### src/rtl/sw_scan_ctrl.sv
// sw_scan_ctrl: paced round-robin switch scanner with edge-toggled LEDs and a valid/ready event port
module sw_scan_ctrl #(
    parameter int N_SW      = 4,
    parameter int DIV_RATIO = 10
) (
    input  logic                    clk,
    input  logic                    rst,
    input  logic [N_SW-1:0]         sw,
    output logic [N_SW-1:0]         led,
    output logic                    ev_valid,
    input  logic                    ev_ready,
    output logic [$clog2(N_SW)-1:0] ev_id,
    output logic                    ev_overrun
);
    localparam int ID_W  = $clog2(N_SW);
    localparam int DIV_W = $clog2(DIV_RATIO);

    logic [N_SW-1:0]  sync_m;
    logic [N_SW-1:0]  sync_q;
    logic [N_SW-1:0]  last;
    logic [N_SW-1:0]  pending;
    logic [DIV_W-1:0] div;
    logic             tick;
    logic [ID_W-1:0]  scan_idx;
    logic [ID_W-1:0]  rr_last;
    logic [ID_W-1:0]  grant;
    logic [N_SW-1:0]  visit_mask;
    logic [N_SW-1:0]  edge_mask;
    logic [N_SW-1:0]  grant_mask;
    logic             load;
    logic             overrun;

    // round-robin pick: lowest pending index overall, overridden by the lowest one above rr_last
    always_comb begin
        grant = '0;
        for (int i = N_SW - 1; i >= 0; i--)
            if (pending[i]) grant = ID_W'(i);
        for (int i = N_SW - 1; i >= 0; i--)
            if (pending[i] && ID_W'(i) > rr_last) grant = ID_W'(i);
    end

    // visit decode, edge detection, output-stage load and overrun condition
    always_comb begin
        visit_mask = tick ? N_SW'(1) << scan_idx : '0;
        edge_mask  = visit_mask & sync_q & ~last;
        load       = (!ev_valid || ev_ready) && |pending;
        grant_mask = load ? N_SW'(1) << grant : '0;
        overrun    = |(edge_mask & pending & ~grant_mask);
    end

    // input synchronizer, tick divider and scan pointer
    always_ff @(posedge clk) begin
        if (rst) begin
            sync_m   <= '0;
            sync_q   <= '0;
            div      <= '0;
            tick     <= 1'b0;
            scan_idx <= '0;
        end else begin
            sync_m   <= sw;
            sync_q   <= sync_m;
            div      <= (div == DIV_W'(DIV_RATIO - 1)) ? '0 : div + DIV_W'(1);
            tick     <= div == DIV_W'(DIV_RATIO - 1);
            if (tick) scan_idx <= (scan_idx == ID_W'(N_SW - 1)) ? '0 : scan_idx + ID_W'(1);
        end
    end

    // per-switch state: last sample, LED toggle and pending flags (a new edge beats a same-cycle grant)
    always_ff @(posedge clk) begin
        if (rst) begin
            last       <= '0;
            led        <= '0;
            pending    <= '0;
            ev_overrun <= 1'b0;
        end else begin
            last       <= (last & ~visit_mask) | (sync_q & visit_mask);
            led        <= led ^ edge_mask;
            pending    <= (pending & ~grant_mask) | edge_mask;
            ev_overrun <= overrun;
        end
    end

    // registered event output stage
    always_ff @(posedge clk) begin
        if (rst) begin
            ev_valid <= 1'b0;
            ev_id    <= '0;
            rr_last  <= ID_W'(N_SW - 1);
        end else if (load) begin
            ev_valid <= 1'b1;
            ev_id    <= grant;
            rr_last  <= grant;
        end else if (ev_ready) begin
            ev_valid <= 1'b0;
        end
    end
endmodule

### config.mk
export PLATFORM = sky130hd
export DESIGN_NAME = sw_scan_ctrl
export DESIGN_NICKNAME = d
export VERILOG_FILES = /design/src/rtl/sw_scan_ctrl.sv
export SDC_FILE = /design/constraint.sdc
export NUM_CORES = 1
export LEC_CHECK = 0
export CAP_MARGIN = 20
export CORE_MARGIN = 5
export CORE_UTILIZATION = 45
export CTS_CLUSTER_SIZE = 24
export DETAILED_ROUTE_END_ITERATION = 7
export PLACE_DENSITY_LB_ADDON = 0.2
export RECOVER_POWER = 100
export SYNTH_ARGS = -nofsm -noshare
export SYNTH_HDL_FRONTEND = slang
export SYNTH_SLANG_ARGS = --single-unit
### constraint.sdc
create_clock -name clk -period 2.3 [get_ports clk]
set_clock_uncertainty 0.2 [all_clocks]
set_input_delay 0.23 -clock clk [delete_from_list [all_inputs] [get_ports clk]]
set_output_delay 0.23 -clock clk [all_outputs]
set_load 0.02 [all_outputs]
==> out/metrics.yaml <==
seq_area_frac_synth_pct: 47.7
arrival_ps: 2020
outcome: "finished, final reports clean"
synth_largest_area_cell: "dfxtp_1"
regArea_um2: 661
whs_path_depth: 1
ys_top_cells_by_count: "dfxtp_1 (33), nand2_1 (18), nor2_1 (16)"
min_period_over_period_pct: 87.1
nNetsFinal: 181
clkSlewWorstSetupHoldPaths_ps: 90
initial_core_util_pct: 46.1
area_growth_pct: 15.1
worstSkewPairLatency_ps: 320
place_area_um2: 1540
grt_max_degree: 33
placed_cells: 194
critical_path_class: "input port to flop"
synth_ff_type: "dfxtp_1"
p_int_mw: 0.745
vias_per_cell: 5.18
grtUsageTotal_pct: 12.8
dp_hpwl_mm: 1.75
dp_slack_ps: 345
drt_iter0_markers: 102
hold_class: "flop to flop"
p_sw_share_pct: 20.9
synth_area_per_cell_um2: 9.10
drive_above_1_share_pct: 7.74
drt.antenna.violating_nets: 0
dieWidth_um: 65.5
r2r_start: "pending[3]"
grt_antenna_before_repair: 0
core_um2: 3000
async_flop_share_pct: 0
yosysWarnings: 0
syn_area_um2: 1380
total_power_mw: 0.943
cts_hold_buffers: 0
grt_pass1_vias: 957
synth_seq_cells: 33
cts_root_buf: "clkbuf_4"
r2r_slack_ps: 360
p_sw_mw: 0.197
cts_setup_buffers: 0
reg2regPathDepth: 6
yosysTopAreaCellShare_pct: 47.7
cts_inserted_buffers: 5
final_cells: 201
ys_types: 38
p_clk_share_pct: 33.9
grt_pass1_wl_mm: 4.11
synth_enable_flop_cells: 0
endpoint_kind: "flop"
maxCapViolCount: 0
finalWeightedCongestion: 0.881
finalCriticalPeriod_ps: 2000
final-hold-violation-count: 0
syn_inst: 152
rows: 20
die_h_um: 65.5
ir_drop_uv: 308
dr.pass1.iters: 4
drc_errors: 0
io_pins: 15
wl_per_cell_um: 11.8
reg2reg_to: "ev_overrun"
worstMarginPinSlew_ps: 1300
globalRoute.totalOverflow: 0
wl_met3_um: 113
clk_path_buf_depth: 2
fin_area_um2: 1590
pwr-share-seq_pct: 62.4
min_from: "sync_m[1]"
ctsHtreeMaxLevel: 2
tns_ps: 0
top_layer: "met4"
fp.dieArea_um2: 4280
finalSetupViolations: 0
required_ps: 2320
vias: 1042
cts_tree: "done"
diodes: 0
yosys-top-cells-area: "dfxtp_1 (48%), ha_1 (5.4%), nand2_1 (4.9%)"
leakagePower_nw: 0.607
multi_input_area_um2: 666
final.fill_count: 283
start_kind: "input port"
synth.most_common_cell: "dfxtp_1"
clkSinkCount: 33
min_to: "sync_q[1]"
io_buffer_count: 14
fmax_mhz: 499
p_per_area_nw_per_um2: 592
met1_length_um: 933
rsz0062_at_grt: "no"
pwr-share-comb_pct: 3.7
fin_ws_ps: 298
drt_wl_total_mm: 2.37
critical_path_peak_fanout: 32
worst_slew_margin_rel_pct: 13.5
slew_violations: 0
wl_met2_mm: 1.26
syn_nets: 165
cts_resized: 0
[stage by stage]
stage | hold WS, ps | util (%)
2_1_floorplan | 102 | -
4_1_cts | 237 | 53.2
3_3_place_gp | 219 | 51.3
5_1_grt | 233 | 53.0
3_5_place_dp | 227 | 51.3
6_report | 242 | 53.0
[area by class of cell]
cell class | count | area share, %
repair buffers | 15 | 9.03
inverters | 7 | 1.65
multi-input cells | 106 | 41.8
clock buffers | 7 | 3.46
well taps | 33 | 2.59
flip-flops and latches | 33 | 41.5
[power groups by stage]
stage / logic [mW] / clock network [mW] / registers, mW
floorplan: 0.0213 / 0 / 0.600
global placement: 0.0352 / 0 / 0.601
detailed placement: 0.0370 / 0 / 0.602
CTS: 0.0370 / 0.337 / 0.588
global route: 0.0400 / 0.365 / 0.590
finish: 0.0350 / 0.319 / 0.588
[worst max-delay path by stage]
stage                     from          to  slack (ps)  depth (start not counted)
floorplan           pending[1]  ev_overrun         650                          6
global placement      ev_ready  ev_overrun         370                          6
detailed placement    ev_ready  ev_overrun         350                          6
CTS                 pending[3]  ev_overrun         420                          6
global route               rst      div[0]         130                          4
finish                     rst      div[0]         300                          4
[per-layer routing]
layer	up-vias	track usage (%)
met2	15	22.5
li1	542	-
met3	7	5.13
met4	0	6.99
met1	478	12.8
met5	-	0
[cells in the final DEF, fill, tap and decap left out, types with 3 or more instances in the layout]
cell,netlist,final
nor2_1,16,16
inv_1,7,7
ha_1,6,6
nand2_1,18,18
clkbuf_4,0,5
nor2b_1,10,10
nand4b_1,4,4
dlygate4sd3_1,0,9
nand3_1,5,5
xor2_1,4,4
mux2i_1,3,3
clkdlybuf4s50_1,0,5
a21oi_1,13,13
dfxtp_1,33,33
[critical path, cell delays in order]
cell and delay, ps:
dlygate4sd3_1 520, clkbuf_1 940, o21bai_1 270, nor2_1 60
[kinds of logic (layout without fill, tap and decap cells)]
group                      after synthesis  in the layout  share of synthesized area (%)
xor gates and xnor gates                 5              5                           3.16
adders and majority gates                6              6                           5.42
DFF                                     33             33                           47.7
buffers and inverters                   13             29                           4.16
and+or+nand+nor                         65             65                           24.4
muxes                                    4              4                           2.98
AOI/OAI and AO/OA                       26             26                           12.1
No activity file was read; power rests on OpenSTA's default activity.
